$ cat src/rtl/t03_hud_pkg.sv
// rtl/t03_hud_pkg.sv - shared glyph constants, FSM state type and glyph helpers for the HUD writers
//
// Purpose : common definitions for HUD tile writers.
// Contents: GLYPH_BLANK / GLYPH_ZERO / GLYPH_NINE glyph indices,
//           state_t writer FSM encoding,
//           glyph_ok()  - glyph is blank or a digit,
//           glyph_fix() - glyph_ok() ? glyph : blank.
package t03_hud_pkg;

    localparam logic [5:0] GLYPH_BLANK = 6'd3;
    localparam logic [5:0] GLYPH_ZERO  = 6'd26;
    localparam logic [5:0] GLYPH_NINE  = 6'd35;

    typedef enum logic [1:0] {
        IDLE    = 2'd0,
        WAIT_VB = 2'd1,
        WR_TENS = 2'd2,
        WR_ONES = 2'd3
    } state_t;

    function automatic logic glyph_ok(input logic [5:0] g);
        return (g == GLYPH_BLANK) || ((g >= GLYPH_ZERO) && (g <= GLYPH_NINE));
    endfunction

    function automatic logic [5:0] glyph_fix(input logic [5:0] g);
        return glyph_ok(g) ? g : GLYPH_BLANK;
    endfunction

endpackage

$ cat src/rtl/t03_hud_health_writer.sv
// rtl/t03_hud_health_writer.sv - writes the two health glyphs into the tile buffer during vblank when they change
//
// Purpose : watches the decoded health glyph pair and, whenever it differs
//           from what was last written, writes tens then ones glyph into
//           the tile buffer over a valid/ready handshake inside vblank.
// Ports   : clk        system clock, rising edge
//           nrst       asynchronous active-low reset
//           phealth    [11:6] tens glyph, [5:0] ones glyph
//           vblank     high while tile-buffer writes are permitted
//           wr_valid   tile write request
//           wr_ready   tile buffer accept
//           wr_addr    tile address of the current write
//           wr_data    glyph index of the current write
//           busy       high whenever the FSM is not IDLE
//           done       one-cycle pulse after the ones write is accepted
//           glyph_err  one-cycle pulse after capturing an out-of-range glyph
module t03_hud_health_writer
    import t03_hud_pkg::*;
#(
    parameter int                ADDR_W     = 10,
    parameter logic [ADDR_W-1:0] TENS_ADDR  = 10'd34,
    parameter logic [ADDR_W-1:0] ONES_ADDR  = 10'd35,
    parameter int                LEAD_BLANK = 1
) (
    input  logic              clk,
    input  logic              nrst,
    input  logic [11:0]       phealth,
    input  logic              vblank,
    output logic              wr_valid,
    input  logic              wr_ready,
    output logic [ADDR_W-1:0] wr_addr,
    output logic [5:0]        wr_data,
    output logic              busy,
    output logic              done,
    output logic              glyph_err
);

    state_t      r_state;
    state_t      w_next;
    logic [11:0] r_snap;
    logic [11:0] r_last;
    logic        r_done;
    logic        r_glyph_err;

    logic        w_change;
    logic        w_hs;
    logic        w_capture;
    logic        w_bad_glyph;
    logic [5:0]  w_tens_glyph;
    logic [5:0]  w_ones_glyph;

    // Change is judged against what actually reached the tile buffer, so a
    // value that wanders and comes back while busy never triggers a write.
    assign w_change    = (phealth != r_last);
    assign w_hs        = wr_valid & wr_ready;
    assign w_capture   = (r_state == IDLE) && w_change;
    assign w_bad_glyph = !glyph_ok(phealth[11:6]) || !glyph_ok(phealth[5:0]);

    // The snapshot keeps the raw glyphs so last_written matches phealth after
    // the write; otherwise a bad glyph would re-trigger a refresh forever.
    always_comb begin
        w_tens_glyph = glyph_fix(r_snap[11:6]);
        if ((LEAD_BLANK != 0) && (w_tens_glyph == GLYPH_ZERO)) begin
            w_tens_glyph = GLYPH_BLANK;
        end
        w_ones_glyph = glyph_fix(r_snap[5:0]);
    end

    always_ff @(posedge clk or negedge nrst) begin
        if (!nrst) begin
            r_state     <= IDLE;
            r_snap      <= 12'h000;
            r_last      <= 12'hFFF;
            r_done      <= 1'b0;
            r_glyph_err <= 1'b0;
        end else begin
            r_state     <= w_next;
            r_done      <= (r_state == WR_ONES) && w_hs;
            r_glyph_err <= w_capture && w_bad_glyph;
            if (w_capture) begin
                r_snap <= phealth;
            end
            if ((r_state == WR_ONES) && w_hs) begin
                r_last <= r_snap;
            end
        end
    end

    always_comb begin
        w_next   = r_state;
        wr_valid = 1'b0;
        wr_addr  = '0;
        wr_data  = 6'd0;
        case (r_state)
            IDLE: begin
                if (w_change) begin
                    w_next = WAIT_VB;
                end
            end
            WAIT_VB: begin
                if (vblank) begin
                    w_next = WR_TENS;
                end
            end
            // Once a write is offered it stays offered until accepted, even
            // if vblank drops; the tile buffer owns the timing from here.
            WR_TENS: begin
                wr_valid = 1'b1;
                wr_addr  = TENS_ADDR;
                wr_data  = w_tens_glyph;
                if (wr_ready) begin
                    w_next = WR_ONES;
                end
            end
            WR_ONES: begin
                wr_valid = 1'b1;
                wr_addr  = ONES_ADDR;
                wr_data  = w_ones_glyph;
                if (wr_ready) begin
                    w_next = IDLE;
                end
            end
            default: begin
                w_next = IDLE;
            end
        endcase
    end

    assign busy      = (r_state != IDLE);
    assign done      = r_done;
    assign glyph_err = r_glyph_err;

endmodule

$ cat config.mk
export PLATFORM = sky130hd
export DESIGN_NAME = t03_hud_health_writer
export DESIGN_NICKNAME = d
export VERILOG_FILES = /design/src/rtl/t03_hud_pkg.sv /design/src/rtl/t03_hud_health_writer.sv
export SDC_FILE = /design/constraint.sdc
export NUM_CORES = 1
export LEC_CHECK = 0
export ABC_AREA = 1
export CAP_MARGIN = 20
export CORE_UTILIZATION = 30
export CTS_BUF_LIST = sky130_fd_sc_hd__clkbuf_8
export CTS_CLUSTER_SIZE = 20
export DETAILED_ROUTE_END_ITERATION = 6
export GPL_TIMING_DRIVEN = 0
export PLACE_DENSITY = 0.63
export SYNTH_ARGS = -nofsm -noshare
export SYNTH_HDL_FRONTEND = slang
export SYNTH_SLANG_ARGS = --single-unit
$ cat constraint.sdc
create_clock -name clk -period 3.1 [get_ports clk]
set_clock_uncertainty 0.15 [all_clocks]
set_input_delay 0.62 -clock clk [delete_from_list [all_inputs] [get_ports clk]]
set_output_delay 0.62 -clock clk [all_outputs]
set_load 0.1 [all_outputs]
==> flow_summary.ini <==
[routing]
routed_wl_um = 3850
routedWlPerCell_um = 11.7
avgViaCountPerCell = 4.49
drtPass1Iterations = 4
vias = 1481
ant_nets = 0
drtIter0Drc = 95
drc = 0

[layout]
syn2layout_area_growth_pct = 27.9
drive_above_1_share = 0.196
antenna_cells = 0
fin_nets = 282

[worst_setup_path]
critical_path_required_ns = 2.33
cp_max_fo = 6
startpoint_type = flop
arrival_ns = 2.20
critPathCaptureType = primary output
critPathKind = reg2out

[grt]
grt_max_degree = 20
grt_pass1_wl_um = 6280
grt_pass1_vias = 1295
grt.overflow.total = 0
grt_usage = 0.139
antenna_found_initial = 0

[cts]
cts_buffer_depth = 2
root_buffer = clkbuf_8
cts_buffers = 3
worstSkewPairLatency_ns = 0.28
clk_pin_slew_worst_paths_ns = 0.10
cts_tree = built
cts_hold_buf = 0
cts_sinks = 28
cts_htree_levels = 1

[synth]
async_reset_ff_frac = 1.00
yosysWarnings = 0
synth.distinct_cells = 25
ys.flop_type = dfrtp_1
yosys-top-cells-count = nand2_1, inv_1, o21ai_0, dfrtp_1, dfstp_2
synthCells = 221
synth_seq_cells = 28
synth-edff-count = 0
netlist_top_cells_area = dfrtp_1, dfstp_2, nand2_1, o21ai_0, inv_1
yosysTopAreaCell = dfrtp_1
ys_seq_area_frac = 0.428
synth_area_mm2 = 0.00167
synth.most_common_cell = nand2_1
syn_avg_cell_area_um2 = 7.56
synth_top_area_share = 0.240

[placed_design]
numPortBuffers = 28
dp_hpwl_um = 3040
place_congestion = 0.840

[timing]
slew_violations = 0
worst_pin_slew_ns = 0.971
final.min_clock_period_ns = 2.97
rsz0062_at_grt = false
hold_viol_final = 0
fin_crit_sh = 0.959
finalSetupViolCount = 0
hold_ws_ns = 0.335
fmax_mhz = 336
setup_tns_ns = 0
slew_headroom = 0.351

[floorplanning]
initial_core_util = 0.319
pin_count = 36
die_w_um = 76.6
rows = 26
die_area_mm2 = 0.00587
fp.dieH_um = 76.6
core_mm2 = 0.00524

[hold_path]
hold_class = reg2reg

[flow_run]
drv_cap = 0

[run_status]
outcome = completed
kinds of logic (layout without fill, tap and decap cells):
kind of cell,Yosys count,in the layout,share of synthesized area
xor+xnor,4,4,0.0210
fa+ha+maj,5,5,0.0374
compound gates,40,40,0.138
flops,28,28,0.428
simple gates,100,100,0.247
buf+inv,43,76,0.126
other cells,1,7,0.00224
state kept, by name (all words and copies together) (netlist names):
register   cells
r_last        12
done           1
r_state        2
glyph_err      1
r_snap        12
timing repair:
action | CTS | global route
setup buffers | 0 | 0
setup endpoints to repair | 10 | 3
cloned | 0 | 0
hold endpoints to repair | 0 | 0
gates resized for setup | 19 | 5
metal layers:
metal | track usage | wire length, um | vias up
met5 | 0 | 0 | -
met3 | 0.0263 | 213 | 5
met2 | 0.219 | 1660 | 44
met4 | 0.0462 | 50 | 0
met1 | 0.189 | 1920 | 668
li1 | - | - | 764
final timing paths:
| kind | cells after the start | slack, ns | from | end |
|---|---|---|---|---|
| max reg2reg | 10 | 1.32 | r_last[8] | r_snap[8] |
| min reg2reg | 2 | 0.33 | r_last[2] | r_last[2] |
| min | 2 | 0.33 | r_last[2] | r_last[2] |
| min in group asynchronous | 1 | 0.55 | nrst | r_snap[10] |
| max in group asynchronous | 2 | 1.67 | nrst | r_last[4] |
| max | 5 | 0.13 | r_state[0] | wr_valid |
worst max-delay path, stage by stage (launching register included):
cell and delay, ns:
dfrtp_1 0.43, inv_1 0.13, ha_1 0.22, inv_1 0.15
nand2_1 0.13, dlygate4sd2_1 0.86
cell type report:
class	instances	area [um^2]
Buffer	12	93.8
Timing Repair Buffer	29	292
Fill cell	539	3100
Multi-Input combinational cell	156	778
Clock buffer	4	55.1
Inverter	31	116
Sequential cell	28	716
Tap cell	70	87.6
stage by stage:
stage                     setup WS (ns)   util  area [um^2]  instances
after global placement          -0.0880  0.396         2070        325
after CTS                       0.00137  0.411         2150        330
after detailed placement         -0.109  0.401         2100        326
after global routing             0.0164  0.408         2140        330
final                             0.127  0.408         2140        330
after floorplan                  -0.767      -         1700        227
layout by cell type (no fill, tap or decap), types with 6 or more instances in the layout:
master,count
inv_2,6
o21ai_0,21
clkdlybuf4s50_1,18
inv_1,25
nand3_1,10
nand2_1,74
conb_1,7
dfrtp_1,16
nor2_1,8
dfstp_2,12
buf_4,9
Power is left out: the tool's default activity adds up to more than one toggle a clock period on the data nets, which glitch-free logic cannot reach.
